`config.mk`:
```
export PLATFORM = sky130hd
export DESIGN_NAME = serial_subtractor
export DESIGN_NICKNAME = d
export VERILOG_FILES = /design/src/rtl/serial_subtractor.sv
export SDC_FILE = /design/constraint.sdc
export NUM_CORES = 1
export LEC_CHECK = 0
export CAP_MARGIN = 5
export CORE_UTILIZATION = 40
export CTS_CLUSTER_SIZE = 12
export DETAILED_ROUTE_END_ITERATION = 7
export GPL_TIMING_DRIVEN = 0
export PLACE_DENSITY = 0.71
export SLEW_MARGIN = 10
export SYNTH_ARGS = -nofsm -noshare
export SYNTH_HDL_FRONTEND = slang
export SYNTH_SLANG_ARGS = --single-unit
```
`constraint.sdc`:
```
create_clock -name clk -period 1.9 [get_ports clk]
set_input_delay 0.38 -clock clk [delete_from_list [all_inputs] [get_ports clk]]
set_output_delay 0.38 -clock clk [all_outputs]
set_load 0.01 [all_outputs]
```
`src/rtl/serial_subtractor.sv`:
```
// serial_subtractor: computes Diff = A - B - Bin over WIDTH bits, STEP bits per clock, LSB first.
// Latency: start accepted at edge t0, busy for N = WIDTH/STEP cycles, done pulses for the cycle after edge t0+N.
// Backpressure: none; start is ignored while busy, and a start in the done cycle is accepted.
//
// Ports:
//   clk, rst        - clock, asynchronous active-high reset
//   start           - operation request, sampled only when not busy
//   A, B, Bin       - minuend, subtrahend and borrow-in, captured when start is accepted
//   busy, done      - operation in progress / one-cycle result-valid pulse
//   Diff, Borr, Ovf - registered result, unsigned borrow-out and signed overflow

module serial_subtractor #(
  parameter int WIDTH = 8,
  parameter int STEP  = 1
) (
  input  logic             clk,
  input  logic             rst,
  input  logic             start,
  input  logic [WIDTH-1:0] A,
  input  logic [WIDTH-1:0] B,
  input  logic             Bin,
  output logic             busy,
  output logic             done,
  output logic [WIDTH-1:0] Diff,
  output logic             Borr,
  output logic             Ovf
);

  // Reject parameter combinations that cannot tile the operand evenly.
  generate
    if (WIDTH < 1 || STEP < 1 || (WIDTH % STEP) != 0) begin : g_bad_params
      $error("serial_subtractor: STEP must be >= 1 and divide WIDTH exactly");
    end
  endgenerate

  localparam int N  = WIDTH / STEP;
  localparam int CW = (N > 1) ? $clog2(N) : 1;
  localparam logic [CW-1:0] LAST = CW'(N - 1);

  typedef enum logic [1:0] {IDLE, RUN, DONE} state_t;

  state_t           state_q;
  logic [WIDTH-1:0] a_q;
  logic [WIDTH-1:0] b_q;
  logic [WIDTH-1:0] acc_q;
  logic             borrow_q;
  logic [CW-1:0]    cnt_q;
  logic             busy_q;
  logic             done_q;
  logic [WIDTH-1:0] diff_q;
  logic             borr_q;
  logic             ovf_q;

  // Per-cycle slice: STEP bits of ripple borrow seeded from the borrow flop.
  logic [STEP-1:0]  slice_diff;
  logic [STEP:0]    chain;
  logic [WIDTH-1:0] acc_d;

  always_comb begin
    chain      = '0;
    slice_diff = '0;
    chain[0]   = borrow_q;
    for (int i = 0; i < STEP; i++) begin
      slice_diff[i] = a_q[i] ^ b_q[i] ^ chain[i];
      chain[i+1]    = (~a_q[i] & b_q[i]) | (~(a_q[i] ^ b_q[i]) & chain[i]);
    end
    // Result bits enter at the top and move down, so after N cycles bit 0 sits at index 0.
    acc_d = (acc_q >> STEP) | (WIDTH'(slice_diff) << (WIDTH - STEP));
  end

  always_ff @(posedge clk or posedge rst) begin
    if (rst) begin
      state_q  <= IDLE;
      a_q      <= '0;
      b_q      <= '0;
      acc_q    <= '0;
      borrow_q <= 1'b0;
      cnt_q    <= '0;
      busy_q   <= 1'b0;
      done_q   <= 1'b0;
      diff_q   <= '0;
      borr_q   <= 1'b0;
      ovf_q    <= 1'b0;
    end else begin
      case (state_q)
        IDLE, DONE: begin
          done_q <= 1'b0;
          if (start) begin
            a_q      <= A;
            b_q      <= B;
            borrow_q <= Bin;
            acc_q    <= '0;
            cnt_q    <= '0;
            busy_q   <= 1'b1;
            state_q  <= RUN;
          end else begin
            state_q  <= IDLE;
          end
        end
        RUN: begin
          a_q      <= a_q >> STEP;
          b_q      <= b_q >> STEP;
          acc_q    <= acc_d;
          borrow_q <= chain[STEP];
          cnt_q    <= cnt_q + 1'b1;
          if (cnt_q == LAST) begin
            // The top bit of this slice is the operand MSB, so its borrow-in/out give overflow.
            diff_q  <= acc_d;
            borr_q  <= chain[STEP];
            ovf_q   <= chain[STEP] ^ chain[STEP-1];
            busy_q  <= 1'b0;
            done_q  <= 1'b1;
            state_q <= DONE;
          end
        end
        default: begin
          busy_q  <= 1'b0;
          done_q  <= 1'b0;
          state_q <= IDLE;
        end
      endcase
    end
  end

  assign busy = busy_q;
  assign done = done_q;
  assign Diff = diff_q;
  assign Borr = borr_q;
  assign Ovf  = ovf_q;

endmodule

```
### After elaboration in Yosys (flattened, before gate mapping)

Cells that the tools add are included.

* flip-flop bits (word level): 42
* latch bits: 0
* RAM bits: 0
* ROM bits: 0
* input port bits: 20
* output and inout bits: 12
* memories kept: 0

* add/sub/neg operators: 1
* multiply operators: 0
* div/mod/pow operators: 0
* order comparisons: 0
* equal/unequal tests: 5
* shift operators: 0
* mux-type cells: 18
* bitwise gates (word level): 9
* reduce and logical (&&, ||, !) cells: 6

Operator list (number)
* 8-bit case mux with 2 select lines: 3
* 8-bit two-way mux: 3
* 7-bit by 8-bit OR with 8-bit output: 1
* 1-bit two-way mux: 6
* 3-bit case mux with 2 select lines: 1
* 2-bit AND reduction: 3
* 2-bit != test (second input constant): 2
* 1-bit case mux with 2 select lines: 2
* 2-bit case mux with 2 select lines: 1
* 3-bit by 1-bit adder with 3-bit output (second input constant): 1
* 3-bit == test (second input constant): 1
* 3-bit two-way mux: 1
* 1-bit XOR: 3
* 1-bit AND: 2
* 2-bit by 1-bit == test with 1-bit output (second input constant): 1
* 2-bit == test (second input constant): 1
* 2-bit zero test: 1
* 2-bit two-way mux: 1
* 1-bit NOT: 2
* 2-bit nonzero test: 1
* 2-bit OR reduction: 1
* 1-bit OR: 1

### Logic depth before layout (Yosys ltp)

* depth after elaboration: 5
* mapped depth: 6
* gate-level depth less buffers: 5

### Least setup slack after synthesis

OpenSTA, ideal clock, no wires.

* kind: reg-to-reg
* from: register cnt_q[0]
* to: register diff_q[0] (netlist: Diff[0])
* library setup time: 0.125 ns
* arrival time: 1.346 ns
* data required time: 1.775 ns
* slack: 0.429 ns
* stages on the path, launching flop included: 6
* clock period less this slack: 1.471 ns
* cells stage by stage: dfrtp_1 -> ha_1 -> ha_1 -> nand3b_4 -> buf_6 -> mux2_4

* word-level cells in the longest chain between the ends: 2

Ends and longest elaborated chain
* from (decl): RTL line 47 `logic [CW-1:0] cnt_q;`
* from (signal assigned): RTL line 105 `cnt_q <= cnt_q + 1'b1;`
* 3-bit == test: RTL line 106 `if (cnt_q == LAST) begin`
* 2-bit AND reduction (no source line)
* to (signal assigned): RTL line 81 `diff_q <= '0;`
* to (signal assigned): RTL line 108 `diff_q <= acc_d;`
* to (decl): RTL line 50 `logic [WIDTH-1:0] diff_q;`

No other way between the ends.
A chain may end at the register's enable or synchronous reset.

### Worst setup path after layout

* from: register done_q (netlist: done)
* to: output port done

RTL lines
* from (decl): RTL line 49 `logic done_q;`
* from (signal assigned): RTL line 80 `done_q <= 1'b0;`
* from (signal assigned): RTL line 87 `done_q <= 1'b0;`
* from (signal assigned): RTL line 112 `done_q <= 1'b1;`
* to (decl): RTL line 23 `output logic done,`

No word-level cell between the ends.

==> metrics.txt <==
Initial DRC Count=60; die area=0.00479 mm2; Worst-path clk slew=0.07 ns; Buffers on Ports=31; setup slack, reg-to-reg=roughly 0.33 ns; core footprint=0.00435 mm2; crit-path cells=clkdlybuf4s50_1; Post-Synth XOR/XNOR Area=0.00970; Cells after Synth=146; fraction of registers with async set/reset=1.00; number of setup buffers added after CTS=0; Final Cycle Share=0.906; Lkg Pwr=1.02 nW; Compound-Gate Fraction of Synth Area=0.143; routability cong.=0.776; Synth Net Count=169; Top FF cell, synth=dfrtp_1; routed vias=1308; CTS buffer count=5; Placed Area=0.00218 mm2; vias in the first global route=1303; Worst Hold Class=reg -> reg; CTS Sinks=40; starting density of the core=0.415; CP max stage delay=0.58 ns; share of cells above drive strength 1=0.162; mux share of post-synthesis cell area=0.119; simple-gate share of the synthesized area=0.103; Row Count=24; Worst-Skew Late Latency=approximately 0.3 ns; crit path max-delay cell type=clkdlybuf4s50_1; design area=0.00231 mm2; CP top delay family=buffers and inverters; synthesis-stage register bit count=40; CTS H-Tree Depth=2; Slew Viols, Final=0; worst path bufs/invs=1; endpoints failing setup=0; Min Hold Slack=between 0.4 and 0.5 ns; largest family of logic cells by synthesized area=compound AO/OA/AOI/OAI gates; Hold-fix buffers, CTS=0; final WL=3.63 mm; Setup crit start kind=flop; # diodes=0; Net count, final=between 200 and 250; Req. time, crit path=1.52 ns; CP Capture Type=output pin; status=finished clean; min Tclk post-route=1.72 ns; final routed DRC violation total=0; Inst Count DP=229; mapped cell area=0.00181 mm2; Seq/Total Area, Yosys=0.554; Die H=69.2 um; first-pass GRT wire length=6.38 mm; drt pass-1 iters=4; DIE WIDTH=69.2 um; final std cells w/o fill=approximately 240; Slew @ Worst Pin=0.812 ns; RSZ-0062 raised after global routing=no; commonest non-fill, non-tap cell in the layout=dfrtp_1; ANT nets after route=0; cts repair resizes=0; io pins=32; Syn-to-layout area delta=27.8%; Worst Setup Path Type=reg -> out; Post-Route Skew=roughly 0.0065 ns; max-cap viol count=0; adder-cell share of the synthesized area=0.0249; Via density=5.52; syn_area_per_cell=12.4 um2; DPL Wire Length=2.62 mm; Yosys Warn Count=0; initial antenna violation count=0; PD cells=1680 mW/mm2; commonest cells after routing, fill and taps aside=40 x dfrtp_1, 31 x clkdlybuf4s50_1, 12 x a22o_1, 10 x nor2_1, 9 x o22ai_1; drt wl/cell=15.3 um; Pwr Total=3.87 mW; CP Max Fanout=7; largest net degree at the start of global routing=41; Peak VDD IR=527 uV; Final Hold Fails=0; Max clock buf depth=2; GRT Overall Usage=0.168; Max transition margin=0.458; EDFF count, synth=0; fmax=0.581 GHz; total congestion overflow=0; Cell variety after synth=31; arrival time worst endpoint=around 1.3 ns; Finished Core Util=0.530; Root Buffer=clkbuf_8; CTS tree=done
==> cell type report <==
| cell class | instances | area [um2] |
|---|---|---|
| Clock inverter | 1 | 30.0 |
| Timing Repair Buffer | 31 | 310 |
| Tap cell | 52 | 65.1 |
| Sequential cell | 40 | 1000 |
| Multi-Input combinational cell | 93 | 722 |
| Inverter | 4 | 15.0 |
| Buffer | 9 | 68.8 |
| Clock buffer | 7 | 96.3 |
| Fill cell | 370 | 2050 |
==> worst paths after layout <==
check / depth (start not counted) / to / start
worst max-delay path: 1 / done / done
worst min-delay path: 1 / Diff[5] / Diff[5]
worst max register to register: 5 / Diff[3] / cnt_q[0]
worst min register to register: 1 / Diff[5] / Diff[5]
max in group asynchronous: 2 / a_q[2] / rst
min in group asynchronous: 2 / state_q[0] / rst
==> power breakdown <==
group / internal (mW) / leakage (nW) / switching, mW
clock network: 0.463 / 0.0645 / 0.294
registers: 1.26 / 0.488 / 0.275
logic: 0.880 / 0.471 / 0.704
==> cell usage after synthesis (2+ instances only) <==
cell type / instances / area, um2
buf_2: 3 / 15.0
buf_6: 3 / 33.8
inv_1: 3 / 11.3
dfrtp_1: 40 / 1000
o22ai_1: 9 / 56.3
nand2_1: 4 / 15.0
a22o_1: 12 / 105
nor2_1: 10 / 37.5
mux2_1: 6 / 67.6
buf_4: 2 / 15.0
nor3_1: 8 / 40.0
nor2b_1: 6 / 37.5
mux2i_1: 5 / 50.1
mux2_4: 5 / 75.1
mux2_2: 2 / 22.5
o21ai_1: 3 / 15.0
a21oi_1: 6 / 30.0
a211oi_1: 5 / 37.5
ha_1: 2 / 25.0
==> per-stage QoR <==
stage	setup WS [ns]	setup TNS, ns
floorplan	0.429	0
global placement	-0.176	-6.97
detailed placement	0.170	0
CTS	0.172	0
global route	0.112	0
finish	0.180	0
==> cell families after synthesis <==
group	count (synthesis)
AOI/OAI and AO/OA	37
adders and majority gates	3
DFF	40
and+or+nand+nor	33
muxes	18
xor gates and xnor gates	2
buffers and inverters	13
==> layer usage <==
metal	up-vias	GRT usage	part of all wire
met4	0	0.0816	0.040
met1	637	0.222	0.45
met2	46	0.257	0.47
li1	606	-	-
met5	-	0	0
met3	19	0.0465	0.037
==> flip-flops by register name (all words and copies together), names as in the netlist <==
register / flops
busy: 1
Borr: 1
b_q: 8
done: 1
borrow_q: 1
acc_q: 7
a_q: 8
state_q: 1
Ovf: 1
cnt_q: 3
Diff: 8
Note: power is estimated with default switching activity, not from simulation.
